File: src/rtl/fb_pixel_writer.sv
// Write-side front end for the RGB frame buffer: turns a raster pixel stream into
// registered write strobes, linear addresses and colour data, with framing-error resync.
module fb_pixel_writer #(
    parameter int unsigned H_PIX = 100,
    parameter int unsigned V_PIX = 100,
    parameter int unsigned AW    = 16,
    parameter int unsigned CW    = 6
) (
    input  logic          clkq,
    input  logic          rst_n,
    input  logic          s_valid,
    output logic          s_ready,
    input  logic          s_sof,
    input  logic          s_eol,
    input  logic [CW-1:0] s_r,
    input  logic [CW-1:0] s_g,
    input  logic [CW-1:0] s_b,
    output logic          wr_en,
    output logic [AW-1:0] wr_addr,
    output logic [CW-1:0] wr_r,
    output logic [CW-1:0] wr_g,
    output logic [CW-1:0] wr_b,
    output logic          frame_done,
    output logic          err_sync,
    output logic          busy,
    output logic [7:0]    frame_cnt
);

    localparam int unsigned CLW = (H_PIX > 1) ? $clog2(H_PIX) : 1;
    localparam int unsigned RLW = (V_PIX > 1) ? $clog2(V_PIX) : 1;
    localparam int unsigned FCW = 8;
    localparam logic [CLW-1:0] COL_LAST = CLW'(H_PIX - 1);
    localparam logic [RLW-1:0] ROW_LAST = RLW'(V_PIX - 1);

    typedef enum logic [1:0] {
        ST_IDLE  = 2'd0,
        ST_WRITE = 2'd1,
        ST_DONE  = 2'd2
    } state_e;

    state_e          state_q, state_d;
    logic [CLW-1:0]  col_q, col_d;
    logic [RLW-1:0]  row_q, row_d;
    logic [AW-1:0]   addr_q, addr_d;
    logic            wr_en_q, wr_en_d;
    logic [AW-1:0]   wr_addr_q, wr_addr_d;
    logic [CW-1:0]   wr_r_q, wr_r_d;
    logic [CW-1:0]   wr_g_q, wr_g_d;
    logic [CW-1:0]   wr_b_q, wr_b_d;
    logic            frame_done_q, frame_done_d;
    logic            err_sync_q, err_sync_d;
    logic            busy_q, busy_d;
    logic            s_ready_q, s_ready_d;
    logic [FCW-1:0]  frame_cnt_q, frame_cnt_d;

    logic            accept;
    logic            take;
    logic            mid_sof;
    logic            eol_ok;
    logic            last_pix;
    logic [CLW-1:0]  eff_col;
    logic [RLW-1:0]  eff_row;
    logic [AW-1:0]   eff_addr;

    // A start-of-frame pixel always lands at position 0, whether it opens or restarts a frame.
    assign accept   = s_valid & s_ready_q;
    assign take     = accept & ((state_q == ST_WRITE) | ((state_q == ST_IDLE) & s_sof));
    assign mid_sof  = (state_q == ST_WRITE) & s_sof;
    assign eff_col  = s_sof ? '0 : col_q;
    assign eff_row  = s_sof ? '0 : row_q;
    assign eff_addr = s_sof ? '0 : addr_q;
    assign eol_ok   = (s_eol == (eff_col == COL_LAST));
    assign last_pix = (eff_col == COL_LAST) & (eff_row == ROW_LAST);

    always_ff @(posedge clkq or negedge rst_n) begin
        if (!rst_n) begin
            state_q      <= ST_IDLE;
            col_q        <= '0;
            row_q        <= '0;
            addr_q       <= '0;
            wr_en_q      <= 1'b0;
            wr_addr_q    <= '0;
            wr_r_q       <= '0;
            wr_g_q       <= '0;
            wr_b_q       <= '0;
            frame_done_q <= 1'b0;
            err_sync_q   <= 1'b0;
            busy_q       <= 1'b0;
            s_ready_q    <= 1'b0;
            frame_cnt_q  <= '0;
        end else begin
            state_q      <= state_d;
            col_q        <= col_d;
            row_q        <= row_d;
            addr_q       <= addr_d;
            wr_en_q      <= wr_en_d;
            wr_addr_q    <= wr_addr_d;
            wr_r_q       <= wr_r_d;
            wr_g_q       <= wr_g_d;
            wr_b_q       <= wr_b_d;
            frame_done_q <= frame_done_d;
            err_sync_q   <= err_sync_d;
            busy_q       <= busy_d;
            s_ready_q    <= s_ready_d;
            frame_cnt_q  <= frame_cnt_d;
        end
    end

    always_comb begin
        state_d = state_q;
        case (state_q)
            ST_IDLE, ST_WRITE: begin
                if (take) begin
                    if (!eol_ok) begin
                        state_d = ST_IDLE;
                    end else if (last_pix) begin
                        state_d = ST_DONE;
                    end else begin
                        state_d = ST_WRITE;
                    end
                end
            end
            ST_DONE: state_d = ST_IDLE;
            default: state_d = ST_IDLE;
        endcase
    end

    always_comb begin
        col_d        = col_q;
        row_d        = row_q;
        addr_d       = addr_q;
        wr_en_d      = 1'b0;
        wr_addr_d    = wr_addr_q;
        wr_r_d       = wr_r_q;
        wr_g_d       = wr_g_q;
        wr_b_d       = wr_b_q;
        frame_done_d = 1'b0;
        err_sync_d   = 1'b0;
        frame_cnt_d  = frame_cnt_q;
        s_ready_d    = (state_d != ST_DONE);
        busy_d       = (state_d == ST_WRITE);

        if (take) begin
            err_sync_d = mid_sof | ~eol_ok;
            if (eol_ok) begin
                wr_en_d   = 1'b1;
                wr_addr_d = eff_addr;
                wr_r_d    = s_r;
                wr_g_d    = s_g;
                wr_b_d    = s_b;
                addr_d    = eff_addr + AW'(1);
                if (eff_col == COL_LAST) begin
                    col_d = '0;
                    row_d = eff_row + RLW'(1);
                end else begin
                    col_d = eff_col + CLW'(1);
                    row_d = eff_row;
                end
            end else begin
                col_d  = '0;
                row_d  = '0;
                addr_d = '0;
            end
        end

        // Completion: pulse alongside the last write and rewind for the next frame.
        if (state_d == ST_DONE) begin
            frame_done_d = 1'b1;
            frame_cnt_d  = frame_cnt_q + FCW'(1);
            col_d        = '0;
            row_d        = '0;
            addr_d       = '0;
        end
    end

    assign s_ready    = s_ready_q;
    assign wr_en      = wr_en_q;
    assign wr_addr    = wr_addr_q;
    assign wr_r       = wr_r_q;
    assign wr_g       = wr_g_q;
    assign wr_b       = wr_b_q;
    assign frame_done = frame_done_q;
    assign err_sync   = err_sync_q;
    assign busy       = busy_q;
    assign frame_cnt  = frame_cnt_q;

endmodule

File: config.mk
export PLATFORM = sky130hd
export DESIGN_NAME = fb_pixel_writer
export DESIGN_NICKNAME = d
export VERILOG_FILES = /design/src/rtl/fb_pixel_writer.sv
export SDC_FILE = /design/constraint.sdc
export NUM_CORES = 1
export LEC_CHECK = 0
export CORE_AREA = 8 8 96 98
export DETAILED_ROUTE_END_ITERATION = 10
export DIE_AREA = 0 0 104 106
export PLACE_DENSITY = 0.79
export SYNTH_ARGS = -nofsm -noshare
export SYNTH_HDL_FRONTEND = slang
export SYNTH_SLANG_ARGS = --single-unit
File: constraint.sdc
create_clock -name clkq -period 2.6 [get_ports clkq]
set_input_delay 0.78 -clock clkq [delete_from_list [all_inputs] [get_ports clkq]]
set_output_delay 0.78 -clock clkq [all_outputs]
set_load 0.05 [all_outputs]
# --- Word level (Yosys, flattened, before mapping) ---
# Cells that the tools add are included.
word_totals:
  reg_bits: 79
  inputBits: 23
  output_inout_bits: 47
  wordCells: 59
classes:
  addsub: 4
  n_eq_ne: 7
  muxes: 22
  bitwise: 8
  n_reduce_logical: 4
op_table:
  columns: ["operator", "count"]
  rows:
  - ["$mux W7", 10]
  - ["$mux W16", 4]
  - ["$add A16 B1 Y16 const B", 1]
  - ["$add A7 B1 Y7 const B", 2]
  - ["$eq A7 B7 Y1 const B", 2]
  - ["$add A8 B1 Y8 const B", 1]
  - ["$mux W2", 4]
  - ["$and A1 B1 Y1", 5]
  - ["$eq A2 B1 Y1 const B", 2]
  - ["$mux W1", 4]
  - ["$eq A2 B2 Y1 const B", 1]
  - ["$logic_not A2 Y1", 1]
  - ["$ne A2 B2 Y1 const B", 1]
  - ["$or A1 B1 Y1", 2]
  - ["$reduce_and A2 Y1", 1]
  - ["$reduce_bool A2 Y1", 1]
  - ["$reduce_or A2 Y1", 1]
  - ["$eq A1 B1 Y1", 1]
  - ["$not A1 Y1", 1]

# --- Longest topological paths before layout ---
depth:
  ltp_word: 9
  depth_mapped: 11

# --- Worst setup path after synthesis ---
# Ideal clock, no wire load.
synth_path:
  path_kind: "input port to flip-flop"
  startpoint: "input s_sof"
  endpoint: "register wr_addr_q[0], in the netlist wr_addr[0]"
  setup_time_ps: 125
  arrival_ps: 2792
  required_ps: 2475
  slack_ps: -317
  cell_stages: 11
  path_buffers: 4
  cell_sequence: "clkbuf_1 > clkbuf_1 > nor2b_1 > ha_1 > nor3b_1 > and2_1 > buf_6 > xnor2_4 > nand2_4 > buf_6 > mux2_4"
synth_via:
  elab_chain_cells: 4
synth_lines:
  columns: ["element", "line", "rtl"]
  rows:
  - ["from (decl)", "13", "input logic s_sof,"]
  - ["$mux W7 or $and A1 B1 Y1 (tied branches)", "69, 67", null]
  - ["$eq A7 B7 Y1 or $or A1 B1 Y1 (tied branches)", "72, 67", null]
  - ["$eq A1 B1 Y1 or $and A1 B1 Y1 (tied branches)", "72, 67", null]
  - ["$reduce_and A2 Y1 (no source line)", null, null]
  - ["to (signal assigned)", "97", "wr_addr_q <= wr_addr_d;"]
  - ["to (decl)", "46", "logic [AW-1:0] wr_addr_q, wr_addr_d;"]
# Several ways; a longest one is shown, not always the timed one.
# A chain may end at the register's enable or synchronous reset.

# --- Final worst setup path ---
layout_path:
  startpoint: "input s_sof"
  endpoint: "register addr_q[14]"
layout_lines:
  columns: ["element", "line", "rtl"]
  rows:
  - ["$mux W16", "71", "assign eff_addr = s_sof ? '0 : addr_q;"]
  - ["via eff_addr[0]", "63", "logic [AW-1:0] eff_addr;"]
  - ["$add A16 B1 Y16", "151", "addr_d = eff_addr + AW'(1);"]
  - ["$mux W16", "145", "if (eol_ok) begin"]
  - ["$mux W16", "143", "if (take) begin"]
  - ["$mux W16", "167", "if (state_d == ST_DONE) begin"]
  - ["to (signal assigned)", "95", "addr_q <= addr_d;"]
  - ["to (decl)", "44", "logic [AW-1:0] addr_q, addr_d;"]
# The timed path passes the listed nets, and every way through them passes these cells. The select of a mux whose other input is x is not followed.

==> flow_summary.json <==
{
  "place_inst": 549,
  "mappedNetlistArea_um2": 3930,
  "io_pins": 70,
  "die_w_um": 104,
  "p_sw_mw": 0.940,
  "critical_path_arrival_ns": 2.74,
  "grt_start_max_net_pins": 46,
  "drt-initial-drc-count": 174,
  "setup_violations": 0,
  "dp_hpwl_um": 6690,
  "p_clk_frac": 0.312,
  "period_minus_slack_ns": 2.49,
  "drc": 0,
  "endpoint_kind": "flop",
  "finalSetupTns_ns": 0,
  "synth_ff_type": "dfrtp_1",
  "slew_headroom": 0.650,
  "synth.yosys.warnings": 0,
  "final_cells": 567,
  "detail-route-antenna-nets": 0,
  "worstMarginPinSlew_ns": 0.523,
  "grt_pass1_wl_um": 15800,
  "worstPathCellList": "dlygate4sd2_1, buf_4, buf_12, nor2b_2, ha_2, and3_1, nand4_1, o21ai_1, nor3_1, a221o_1",
  "drive_above_1_share": 0.251,
  "coreArea_um2": 7850,
  "start_util": 0.501,
  "clock_latency_ns": 0.36,
  "wl_per_cell_um": 16.4,
  "regArea_um2": 1980,
  "first_global_vias": 3290,
  "multiInputGateArea_um2": 1900,
  "rows": 33,
  "n_fill_cell": 573,
  "area_delta_synth_final_pct": 35.7,
  "postSynthCellCount": 347,
  "drt-pass1-iter-count": 4,
  "startpoint_type": "primary input",
  "ys_seq_elements": 79,
  "max_freq_mhz": 402,
  "skew_ns": 0.0107,
  "hp-class": "primary input to async pin",
  "p_leak_nw": 2.44,
  "grt.overflow.total": 0,
  "cp_max_fo": 32,
  "peakVddDrop_mv": 0.307,
  "die_y_um": 106,
  "port_buffers": 69,
  "diodes": 0,
  "cts_hold_buf": 0,
  "pwr-share-comb": 0.242,
  "cp.required_ns": 2.85,
  "num_vias": 3139,
  "outcome": "completed",
  "dr_wl_met2_um": 4820,
  "synth.distinct_cells": 56,
  "clk_path_buf_depth": 2,
  "fin_crit_sh": 0.957,
  "internal-power_mw": 2.11,
  "cts_buffers": 9,
  "antenna_found_initial": 0,
  "final_util": 0.680,
  "clkSinkCount": 79,
  "sw_frac_of_total": 0.308,
  "hold_viol_final": 0,
  "wl_met3_um": 453,
  "cts_tree": "yes",
  "wl_met1_um": 3870,
  "die-area_um2": 11000,
  "routed.top_layer": "met4",
  "cts-root-buf": "clkbuf_8",
  "track_usage": 0.174,
  "cts.htree.levels": 3,
  "cap_violations": 0,
  "ff2ff_path_depth": 8,
  "slowest_delay_ns": 0.27,
  "synth_edf_count": 0,
  "final_cell_area_um2": 5340,
  "clk_pin_slew_ns": 0.09,
  "async_flop_share": 1.00,
  "drt-vias-per-instance": 5.54,
  "placed_area_um2": 5070,
  "totalWireLength_um": 9300,
  "powerDensity_nw_per_um2": 571,
  "syn-num-nets": 374,
  "gp_congestion": 0.838,
  "final_nets": 484,
  "slowest_stage": "dlygate4sd2_1",
  "seqPwrFrac": 0.446,
  "worstSetupPathType": "primary input to flop",
  "finalMaxSlewViolations": 0,
  "avgSynthCellArea_um2": 11.3,
  "ys_seq_area_frac": 0.503
}
[layout make-up]
class                      instances  share of cell area
clock buffer                      11              0.0284
sequential                        79               0.370
inverter                           8             0.00563
timing repair buffer             114               0.204
tap                              105              0.0246
multi-input combinational        245               0.357
clock inverter                     5              0.0106
[what timing repair did]
item | in CTS | in global routing
setup buffers | 1 | 0
gates resized for setup | 9 | 5
setup endpoints to repair | 63 | 6
cloned | 1 | 0
hold endpoints to repair | 0 | 0
pin swaps | 3 | 3
[registers in the layout, summed over array words and instances, names as in the netlist, 2 cells and up]
| name | flops |
|---|---|
| addr_q | 16 |
| wr_addr | 16 |
| frame_cnt | 8 |
| col_q | 7 |
| row_q | 7 |
| wr_b | 6 |
| wr_g | 6 |
| wr_r | 6 |
| state_q | 2 |
[placed cells by master (no fill, tap or decap), types with 3 or more instances in the layout]
master | Yosys | layout
o31ai_1 | 3 | 3
a22o_1 | 3 | 3
nand2_1 | 37 | 37
a31oi_1 | 6 | 6
mux2_2 | 6 | 6
clkdlybuf4s50_1 | 0 | 67
nor2_1 | 12 | 11
mux2i_1 | 5 | 5
xnor2_1 | 7 | 7
buf_12 | 0 | 5
buf_4 | 0 | 41
mux2_4 | 28 | 29
nand4_1 | 14 | 14
or4_1 | 5 | 5
inv_1 | 7 | 7
nor3_1 | 10 | 10
o21ai_0 | 13 | 12
nor2b_1 | 20 | 16
clkbuf_8 | 0 | 11
dfrtp_1 | 79 | 79
a21oi_1 | 6 | 6
nand3_1 | 13 | 12
and3_1 | 8 | 8
nor2b_2 | 0 | 3
o31a_1 | 3 | 3
[kinds of logic (layout without fill, tap and decap cells)]
| family | after synthesis | in the layout | synth area share |
|---|---|---|---|
| and+or+nand+nor | 141 | 141 | 0.200 |
| DFF | 79 | 79 | 0.503 |
| AOI/OAI and AO/OA | 50 | 51 | 0.0884 |
| muxes | 40 | 40 | 0.140 |
| buffers and inverters | 24 | 138 | 0.0318 |
| xor gates and xnor gates | 9 | 9 | 0.0248 |
| adders and majority gates | 4 | 4 | 0.0127 |
[layer usage]
layer  track usage  up-vias
met3        0.0551       16
li1              -     1488
met4        0.0610        0
met1         0.205     1552
met2         0.293       83
met5             0        -
[critical path, delay by kind of cell]
kind	cells	cell delay, ns
adder cells (fa/ha/maj)	1	0.19
AO/OA/AOI/OAI	2	0.48
AND/OR/NAND/NOR	4	0.66
buffers and inverters	3	0.61
[through the flow]
stage | setup slack [ns] | power (mW) | hold WS (ns)
CTS | 0.110 | 3.07 | 0.371
floorplan | -0.108 | 1.82 | 0.441
finish | 0.112 | 3.05 | 0.369
global route | -0.00725 | 3.17 | 0.387
global placement | -0.453 | 2.10 | 0.457
detailed placement | -0.561 | 2.12 | 0.464
[final timing paths]
check | startpoint | end | slack (ns)
setup / recovery | s_sof | addr_q[14]$_DFFE_PN0P_ | 0.11
hold / removal | rst_n | row_q[0]$_DFFE_PN0P_ | 0.37
setup reg to reg | col_q[0]$_DFFE_PN0P_ | addr_q[9]$_DFFE_PN0P_ | 0.49
hold reg to reg | frame_cnt[7]$_DFFE_PN0N_ | frame_cnt[7]$_DFFE_PN0N_ | 0.47
max in group asynchronous | rst_n | wr_addr[0]$_DFFE_PN0P_ | 1.65
min in group clkq | frame_cnt[7]$_DFFE_PN0N_ | frame_cnt[7]$_DFFE_PN0N_ | 0.47
[cells in the mapped netlist (5+ instances only)]
master / instances / area (um^2)
a21oi_1: 6 / 30.0
a31oi_1: 6 / 37.5
and3_1: 8 / 50.1
clkbuf_1: 6 / 22.5
dfrtp_1: 79 / 1980
inv_1: 7 / 26.3
mux2_2: 6 / 67.6
mux2_4: 28 / 420
mux2i_1: 5 / 50.1
nand2_1: 37 / 139
nand3_1: 13 / 65.1
nand4_1: 14 / 87.6
nor2_1: 12 / 45.0
nor2b_1: 20 / 125
nor3_1: 10 / 50.1
o21ai_0: 13 / 65.1
or4_1: 5 / 37.5
xnor2_1: 7 / 61.3
[power by group through the flow]
stage	sequential, mW	combinational, mW	clock (mW)
after CTS	1.36	0.743	0.968
after floorplan	1.62	0.205	0
after global routing	1.37	0.776	1.02
final	1.36	0.737	0.950
after detailed placement	1.38	0.737	0
after global placement	1.38	0.727	0
(Power assumes the default switching activity.)
